===== config.mk =====
export PLATFORM = sky130hd
export DESIGN_NAME = mem_access_stage
export DESIGN_NICKNAME = d
export VERILOG_FILES = /design/src/rtl/mem_access_stage.sv
export SDC_FILE = /design/constraint.sdc
export NUM_CORES = 1
export LEC_CHECK = 0
export CAP_MARGIN = 20
export CORE_ASPECT_RATIO = 1.25
export CORE_MARGIN = 5
export CORE_UTILIZATION = 43
export CTS_CLUSTER_SIZE = 12
export DETAILED_ROUTE_END_ITERATION = 12
export GPL_ROUTABILITY_DRIVEN = 0
export PLACE_DENSITY = 0.78
export SETUP_SLACK_MARGIN = 0.5
export SYNTH_ARGS = -nofsm -noshare
export SYNTH_HDL_FRONTEND = slang
export SYNTH_SLANG_ARGS = --single-unit

===== constraint.sdc =====
create_clock -name ram_clk -period 1.7 [get_ports ram_clk]
set_input_delay 0.17 -clock ram_clk [delete_from_list [all_inputs] [get_ports ram_clk]]
set_output_delay 0.17 -clock ram_clk [all_outputs]
set_load 0.005 [all_outputs]

===== src/rtl/mem_access_stage.sv =====
// MEM stage: loads/stores to data RAM over req/ack with lane steering and extension.
// Optional MEM_MISALIGN_EXC_EN: misaligned half/word accesses retire at once with mem_misalign set.
//   state  | meaning
//   S_IDLE | accepting from EX/MEM; non-memory ops forward in one edge
//   S_WAIT | request outstanding on dm_*, waiting for dm_ack
module mem_access_stage #(
    parameter int ADDR_W = 32
) (
    input  logic              ram_clk,
    input  logic              rst_n,
    input  logic              ex_have_inst,
    input  logic [31:0]       ex_alu_c,
    input  logic [31:0]       ex_rD2,
    input  logic              ex_mem_rd,
    input  logic              ex_mem_wr,
    input  logic [1:0]        ex_size,
    input  logic              ex_unsigned,
    input  logic              ex_rf_we,
    input  logic [4:0]        ex_wR,
    input  logic [31:0]       ex_pc,
    output logic              dm_req,
    output logic              dm_we,
    output logic [ADDR_W-1:0] dm_addr,
    output logic [3:0]        dm_be,
    output logic [31:0]       dm_wdata,
    input  logic [31:0]       dm_rdata,
    input  logic              dm_ack,
    output logic              mem_stall,
    output logic [31:0]       mem_wD,
    output logic              mem_rf_we,
    output logic [4:0]        mem_wR,
    output logic [31:0]       mem_pc,
    output logic              mem_have_inst,
    output logic              mem_misalign
);

    typedef enum logic {S_IDLE = 1'b0, S_WAIT = 1'b1} state_t;

    state_t            state, state_nx;
    logic              dm_req_nx, dm_we_nx;
    logic [ADDR_W-1:0] dm_addr_nx;
    logic [3:0]        dm_be_nx;
    logic [31:0]       dm_wdata_nx;
    logic              lat_rd, lat_rd_nx;
    logic [1:0]        lat_size, lat_size_nx;
    logic [1:0]        lat_off, lat_off_nx;
    logic              lat_uns, lat_uns_nx;
    logic              lat_rf_we, lat_rf_we_nx;
    logic [4:0]        lat_wR, lat_wR_nx;
    logic [31:0]       lat_pc, lat_pc_nx;
    logic [31:0]       lat_alu_c, lat_alu_c_nx;
    logic [31:0]       mem_wD_nx;
    logic              mem_rf_we_nx, mem_have_inst_nx, mem_misalign_nx;
    logic [4:0]        mem_wR_nx;
    logic [31:0]       mem_pc_nx;

    logic [1:0]        off, eff_off;
    logic              is_mem, misaligned;
    logic [3:0]        be_steer;
    logic [31:0]       wdata_steer, load_shift, load_ext;
    logic [ADDR_W-1:0] addr_full;

    assign off       = ex_alu_c[1:0];
    assign is_mem    = ex_mem_rd | ex_mem_wr;
    assign addr_full = ADDR_W'(ex_alu_c);

`ifdef MEM_MISALIGN_EXC_EN
    assign misaligned = ((ex_size == 2'b01) && off[0]) || (ex_size[1] && (off != 2'b00));
`else
    assign misaligned = 1'b0;
`endif

    // Offset actually used for lanes: low bits below the access size are dropped.
    always_comb begin
        case (ex_size)
            2'b00: begin
                eff_off     = off;
                be_steer    = 4'b0001 << off;
                wdata_steer = {4{ex_rD2[7:0]}};
            end
            2'b01: begin
                eff_off     = {off[1], 1'b0};
                be_steer    = off[1] ? 4'b1100 : 4'b0011;
                wdata_steer = {2{ex_rD2[15:0]}};
            end
            default: begin
                eff_off     = 2'b00;
                be_steer    = 4'b1111;
                wdata_steer = ex_rD2;
            end
        endcase
    end

    always_comb begin
        load_shift = dm_rdata >> {lat_off, 3'b000};
        case (lat_size)
            2'b00:   load_ext = lat_uns ? {24'd0, load_shift[7:0]}
                                        : {{24{load_shift[7]}}, load_shift[7:0]};
            2'b01:   load_ext = lat_uns ? {16'd0, load_shift[15:0]}
                                        : {{16{load_shift[15]}}, load_shift[15:0]};
            default: load_ext = load_shift;
        endcase
    end

    assign mem_stall = ((state == S_IDLE) && ex_have_inst && is_mem && !misaligned) ||
                       ((state == S_WAIT) && !dm_ack);

    always_comb begin
        state_nx         = state;
        dm_req_nx        = dm_req;
        dm_we_nx         = dm_we;
        dm_addr_nx       = dm_addr;
        dm_be_nx         = dm_be;
        dm_wdata_nx      = dm_wdata;
        lat_rd_nx        = lat_rd;
        lat_size_nx      = lat_size;
        lat_off_nx       = lat_off;
        lat_uns_nx       = lat_uns;
        lat_rf_we_nx     = lat_rf_we;
        lat_wR_nx        = lat_wR;
        lat_pc_nx        = lat_pc;
        lat_alu_c_nx     = lat_alu_c;
        mem_wD_nx        = mem_wD;
        mem_wR_nx        = mem_wR;
        mem_pc_nx        = mem_pc;
        mem_rf_we_nx     = 1'b0;
        mem_have_inst_nx = 1'b0;
        mem_misalign_nx  = 1'b0;
        case (state)
            S_IDLE: begin
                if (ex_have_inst) begin
                    if (!is_mem || misaligned) begin
                        mem_wD_nx        = ex_alu_c;
                        mem_wR_nx        = ex_wR;
                        mem_pc_nx        = ex_pc;
                        mem_have_inst_nx = 1'b1;
                        mem_rf_we_nx     = is_mem ? 1'b0 : ex_rf_we;
                        mem_misalign_nx  = is_mem;
                    end else begin
                        state_nx     = S_WAIT;
                        dm_req_nx    = 1'b1;
                        dm_we_nx     = ex_mem_wr;
                        dm_addr_nx   = {addr_full[ADDR_W-1:2], 2'b00};
                        dm_be_nx     = be_steer;
                        dm_wdata_nx  = wdata_steer;
                        lat_rd_nx    = ex_mem_rd;
                        lat_size_nx  = ex_size;
                        lat_off_nx   = eff_off;
                        lat_uns_nx   = ex_unsigned;
                        lat_rf_we_nx = ex_rf_we;
                        lat_wR_nx    = ex_wR;
                        lat_pc_nx    = ex_pc;
                        lat_alu_c_nx = ex_alu_c;
                    end
                end
            end
            S_WAIT: begin
                if (dm_ack) begin
                    state_nx         = S_IDLE;
                    dm_req_nx        = 1'b0;
                    dm_we_nx         = 1'b0;
                    mem_wD_nx        = lat_rd ? load_ext : lat_alu_c;
                    mem_rf_we_nx     = lat_rf_we;
                    mem_wR_nx        = lat_wR;
                    mem_pc_nx        = lat_pc;
                    mem_have_inst_nx = 1'b1;
                end
            end
            default: state_nx = S_IDLE;
        endcase
    end

    always_ff @(posedge ram_clk) begin
        if (!rst_n) begin
            state         <= S_IDLE;
            dm_req        <= 1'b0;
            dm_we         <= 1'b0;
            dm_addr       <= '0;
            dm_be         <= '0;
            dm_wdata      <= '0;
            lat_rd        <= 1'b0;
            lat_size      <= '0;
            lat_off       <= '0;
            lat_uns       <= 1'b0;
            lat_rf_we     <= 1'b0;
            lat_wR        <= '0;
            lat_pc        <= '0;
            lat_alu_c     <= '0;
            mem_wD        <= '0;
            mem_rf_we     <= 1'b0;
            mem_wR        <= '0;
            mem_pc        <= '0;
            mem_have_inst <= 1'b0;
            mem_misalign  <= 1'b0;
        end else begin
            state         <= state_nx;
            dm_req        <= dm_req_nx;
            dm_we         <= dm_we_nx;
            dm_addr       <= dm_addr_nx;
            dm_be         <= dm_be_nx;
            dm_wdata      <= dm_wdata_nx;
            lat_rd        <= lat_rd_nx;
            lat_size      <= lat_size_nx;
            lat_off       <= lat_off_nx;
            lat_uns       <= lat_uns_nx;
            lat_rf_we     <= lat_rf_we_nx;
            lat_wR        <= lat_wR_nx;
            lat_pc        <= lat_pc_nx;
            lat_alu_c     <= lat_alu_c_nx;
            mem_wD        <= mem_wD_nx;
            mem_rf_we     <= mem_rf_we_nx;
            mem_wR        <= mem_wR_nx;
            mem_pc        <= mem_pc_nx;
            mem_have_inst <= mem_have_inst_nx;
            mem_misalign  <= mem_misalign_nx;
        end
    end

endmodule

==> impl_metrics.tcl, run 1 <==
set metrics [dict create \
    ant_nets 0 \
    io_pins 286 \
    start_util_pct 43.3 \
    grt_util_all_layers_pct 23.9 \
    vias 9055 \
    relSlewSlack_pct 65.7 \
    maxCapViolations 0 \
    numCtsBuffers 17 \
    yosys.cell_count.top_type "nand2_1" \
    cts.sinks 186 \
    crit_path_start_kind "flip-flop" \
    crit_chain "or4b_4, nand2_8, buf_12, nand2_1, o211a_1" \
    nNetsFinal 1495 \
    cts_root_buf "clkbuf_16" \
    synth_edf_count 0 \
    power_density_nw_per_um2 824 \
    final-hold-violation-count 0 \
    rows 60 \
    drt-total-wl_microns 31900 \
    fin_ws_ns -0.0279 \
    rsz0062_at_grt "yes" \
    grt_pass1_vias 8776 \
    ir_drop_uv 670 \
    place_hpwl_microns 21300 \
    finClkSkew_ns 0.0131 \
    drv_slew 0 \
    slowest_delay_ns 0.57 \
    yosys-top-cells-count "247 x nand2_1, 186 x dfxtp_1, 95 x a21boi_0" \
    synth_top_cell_by_area "dfxtp_1" \
    h-tree-depth 4 \
    fin_total_pwr_w 0.0116 \
    timing.fmax_mhz 579 \
    finalSetupViolations 10 \
    dieHeight_microns 174 \
    drt_iter0_drc 507 \
    clk_pin_slew_ns 0.08 \
    io_buffers 282 \
    fin_crit_ns 1.73 \
    die_area_sq_um 24500 \
    gr-total-overflow 0 \
    cts_tree "yes" \
    synth_area_leaders "dfxtp_1 40%, nand2_1 10%, mux2i_1 8.5%" \
    area_growth_pct 53.1 \
    ys.flop_type "dfxtp_1" \
    grt_pass1_wl_microns 47200 \
    post-route-drc-count 0 \
    ys_seq_area_share_pct 40.3 \
    finish.utilization_pct 66.3 \
    worst_pin_slew_ns 0.513 \
    hp-class "in2reg" \
    cts_hold_repair.buffers 0 \
    status "finished, violations left" \
    die_w_microns 141 \
    synthCells 1064 \
    leakage_nw 5.87 \
    clock_path_buffers 2 \
    n_antenna_cell 0 \
    crit_slowest_cell "or4b_4" \
    via_per_inst 5.51 \
    avgSynthCellArea_sq_um 8.68 \
    post_drt_wl_per_cell_microns 19.4 \
    worst_ep_required_time_ns 2.02 \
    cp_max_fo 43 \
    yosys_warnings 0 \
    crit_buf_inv 1 \
    clock_latency_ns 0.43 \
    synth.top_cell.area_share_pct 40.3 \
    core-area_sq_um 21300 \
    period_share_pct 102 \
    syn_area_sq_um 9230 \
    ys_ff_latch 186 \
    first_pass_iters 5 \
    nFillCells 1663 \
    async_flop_share_pct 0 \
    critPathTopFamily "simple AND/OR/NAND/NOR gates" \
    endpoint_kind "flip-flop" \
    grt_antenna_before_repair 1 \
    violations "setup timing" \
    timing_worst_setup_path_type "reg2reg" \
    layout-drive-gt1-share_pct 21.9 \
    yosys.cell_types.count 48 \
    grt_max_degree 64 \
    crit_arrival_ns 2.05 \
]
## state kept, by name (all words and copies together), names as in the netlist
name           count
dm_be              4
dm_req             1
dm_wdata          32
dm_we              1
lat_alu_c         32
lat_off            2
lat_pc            32
lat_rd             1
lat_rf_we          1
lat_size           2
lat_uns            1
lat_wR             5
mem_have_inst      1
mem_pc            32
mem_rf_we          1
mem_wD            32
mem_wR             5
state              1
## worst paths after layout
path,start,endpoint,slack [ns],depth (start not counted)
max,state$_SDFF_PN0_,mem_wR[4]$_SDFFE_PN0P_,-0.03,5
min,rst_n,lat_alu_c[20]$_SDFFE_PN0P_,0.21,2
max reg2reg,state$_SDFF_PN0_,mem_wR[4]$_SDFFE_PN0P_,-0.03,5
min reg2reg,lat_rf_we$_SDFFE_PN0P_,lat_rf_we$_SDFFE_PN0P_,0.45,2
## logic make-up after synthesis
family	Yosys count	synth area share, %
AO/OA/AOI/OAI	305	25.4
flip-flops	186	40.3
other	1	0.0406
multiplexers	91	10.2
AND/OR/NAND/NOR	348	16.0
buffers and inverters	133	8.09
## per-stage QoR
stage               setup WS, ns  hold WS, ns  std cells  TNS, ns  area, sq um
finish                   -0.0279        0.211       1644  -0.0904        14100
global route             -0.0791        0.214       1644    -1.65        14100
CTS                      -0.0119        0.191       1633  -0.0619        13700
detailed placement        -0.359        0.445       1567   -36.46        12500
global placement          -0.321        0.440       1567   -31.48        12500
floorplan                  0.125        0.305       1066        0         9400
## metal layers
metal  global-route usage [%]  wire length (microns)  up-vias
li1                         -                      -     4308
met3                     5.74                   2250       84
met2                     42.2                  16200      355
met5                        0                      7        -
met4                     11.5                   1390        2
met1                     26.8                  12100     4306
## report_power, final
part | internal [W] | total (W) | leakage, nW | switching [W]
logic | 0.00152 | 0.00276 | 4.04 | 0.00124
clock network | 0.00199 | 0.00403 | 0.284 | 0.00204
registers | 0.00467 | 0.00486 | 1.55 | 0.000188
## cell type report
cell class	instances	area (sq um)	share of cell area [%]
sequential	186	3790	26.8
inverter	6	22.5	0.159
clock inverter	15	169	1.20
timing repair buffer	394	4220	29.8
clock buffer	17	425	3.01
tap	279	349	2.47
multi-input combinational	747	5160	36.5
## cells in the final DEF, fill, tap and decap left out, types with 23 or more instances in the layout
master,n
o211a_1,54
nor2_1,37
dfxtp_2,45
o21ai_0,31
clkdlybuf4s50_1,218
mux2i_1,78
clkbuf_16,23
clkdlybuf4s15_1,34
a21boi_1,82
buf_4,64
nand2_1,233
a21oi_1,24
dfxtp_1,139
## what timing repair did
item                       in CTS  in global routing
gates resized for setup       251                 64
pin swaps                      25                 39
cloned                          6                  7
hold endpoints to repair        0                  0
setup endpoints to repair     326                296
setup buffers                  28                  4
Power figures use the tool's default switching activity.
==> inputs of run 2 (changes only) <==
--- a/config.mk
+++ b/config.mk
@@ -7,7 +7,7 @@
 export LEC_CHECK = 0
 export CAP_MARGIN = 20
 export CORE_ASPECT_RATIO = 1.25
-export CORE_MARGIN = 5
+export CORE_MARGIN = 1.5
 export CORE_UTILIZATION = 43
 export CTS_CLUSTER_SIZE = 12
 export DETAILED_ROUTE_END_ITERATION = 12
==> run 2 against run 1 <==
- the flow still finishes with violations (setup timing)
- clock-buffer cell count rose by 1
- design area down 1.6%
- critical path type unchanged
- utilization grew 0.055 points
- via count down 0.56%
- maximum frequency fell by 0.45%
- wire length decreased by 4.3%
- highest routed layer is now met4
- sequential share of layout area grew 0.072 points
- sequential power is essentially flat
==> impl_metrics.tcl, run 2 (synthesis gave the netlist of run 1 again) <==
set metrics [dict create \
    status "finished, violations left" \
    violations "setup timing" \
    r2r_start "state$_SDFF_PN0_" \
    dp_cells 1563 \
    layout-drive-gt1-share_pct 15.7 \
    cts_root_buf "clkbuf_16" \
    crit_slowest_cell "or4b_4" \
    startpoint "state$_SDFF_PN0_" \
    grt_max_degree 53 \
    place_hpwl_microns 19800 \
    cts_hold_repair.buffers 0 \
    endpoint_kind "flip-flop" \
    timing.fmax_mhz 576 \
    ir_drop_uv 643 \
    fin_ws_ns -0.0356 \
    ant_nets 0 \
    grt_pass1_vias 8474 \
    via_per_inst 5.52 \
    timing_worst_setup_path_type "reg2reg" \
    crit_buf_inv 1 \
    slowest_delay_ns 0.58 \
    cp_max_fo 11 \
    dieHeight_microns 167 \
    cts.sinks 186 \
    relSlewSlack_pct 66.0 \
    drt_iter0_drc 530 \
    crit_chain "or4b_4, buf_12, a221oi_2, a31oi_1, a41oi_2" \
    rows 59 \
    nNetsFinal 1488 \
    tns_ns -0.213 \
    post_drt_wl_per_cell_microns 18.7 \
    clk_pin_slew_ns 0.07 \
    core-area_sq_um 21000 \
    finClkSkew_ns 0.0112 \
    finish.utilization_pct 66.3 \
    holdWs_ns 0.238 \
    start_util_pct 44.0 \
    n_antenna_cell 0 \
    clock_latency_ns 0.44 \
    gr-total-overflow 0 \
    pre_cts_slack_ns -0.373 \
    final-hold-violation-count 0 \
    crit_arrival_ns 2.10 \
    worst_pin_slew_ns 0.509 \
    area_growth_pct 50.6 \
    layout_commonest_cell "clkdlybuf4s50_1" \
    grt_util_all_layers_pct 25.8 \
    nFillCells 1655 \
    leakage_nw 5.81 \
    crit_path_start_kind "flip-flop" \
    io_buffers 282 \
    drv_slew 0 \
    grt_antenna_before_repair 0 \
    period_share_pct 102 \
    first_pass_iters 4 \
    min_from "rst_n" \
    vias 9004 \
    critPathTopFamily "simple AND/OR/NAND/NOR gates" \
    io_pins 286 \
    clock_path_buffers 2 \
    die_w_microns 134 \
    final_cells 1631 \
    maxCapViolations 0 \
    power_density_nw_per_um2 846 \
    h-tree-depth 4 \
    drt-total-wl_microns 30500 \
    cts_tree "yes" \
    post-route-drc-count 0 \
    rsz0062_at_grt "yes" \
    die_area_sq_um 22400 \
    grt_pass1_wl_microns 45300 \
    hp-class "in2reg" \
    worst_ep_required_time_ns 2.06 \
    numCtsBuffers 17 \
    fin_crit_ns 1.74 \
    finalSetupViolations 15 \
    final_cell_mix "272 x clkdlybuf4s50_1, 235 x nand2_1, 179 x dfxtp_1" \
]
## run 2: report_power, final
group          internal [W]  switching (W)
Combinational       0.00154        0.00120
Sequential          0.00466       0.000193
Clock               0.00229        0.00187
Total               0.00850        0.00326
## run 2: worst paths after layout
path / end / slack (ns) / depth (start not counted)
worst max-delay path: mem_wD[23]$_SDFFE_PN0P_ / -0.04 / 5
worst max register to register: mem_wD[23]$_SDFFE_PN0P_ / -0.04 / 5
worst min register to register: lat_wR[1]$_SDFFE_PN0P_ / 0.45 / 2
worst min-delay path: mem_pc[30]$_SDFFE_PN0P_ / 0.24 / 2
## run 2: area by class of cell
class	instances	area [sq um]	share of cell area [%]
Inverter	6	22.5	0.162
Timing Repair Buffer	386	4140	29.8
Clock buffer	18	450	3.24
Clock inverter	13	160	1.15
Tap cell	274	343	2.47
Multi-Input combinational cell	748	5050	36.3
Sequential cell	186	3740	26.9
## run 2: timing repair
action                     in CTS  in global routing
buffers inserted               13                  8
gates cloned                    8                  8
gates resized for setup        76                 46
hold endpoints to repair        0                  0
pin swaps                       2                  8
setup endpoints to repair     323                325
## run 2: metal layers
layer | vias up | track usage [%] | wire length [microns]
li1 | 4287 | - | -
met1 | 4278 | 30.4 | 12100
met2 | 364 | 43.8 | 14900
met3 | 75 | 6.06 | 2130
met4 | 0 | 12.2 | 1370
met5 | - | 0 | 0
## run 2: through the flow
stage / instance area (sq um) / power [W]
after detailed placement: 12400 / 0.00728
after global routing: 13900 / 0.0122
after CTS: 13500 / 0.0117
after global placement: 12400 / 0.00724
after floorplan: 9400 / 0.00610
final: 13900 / 0.0118
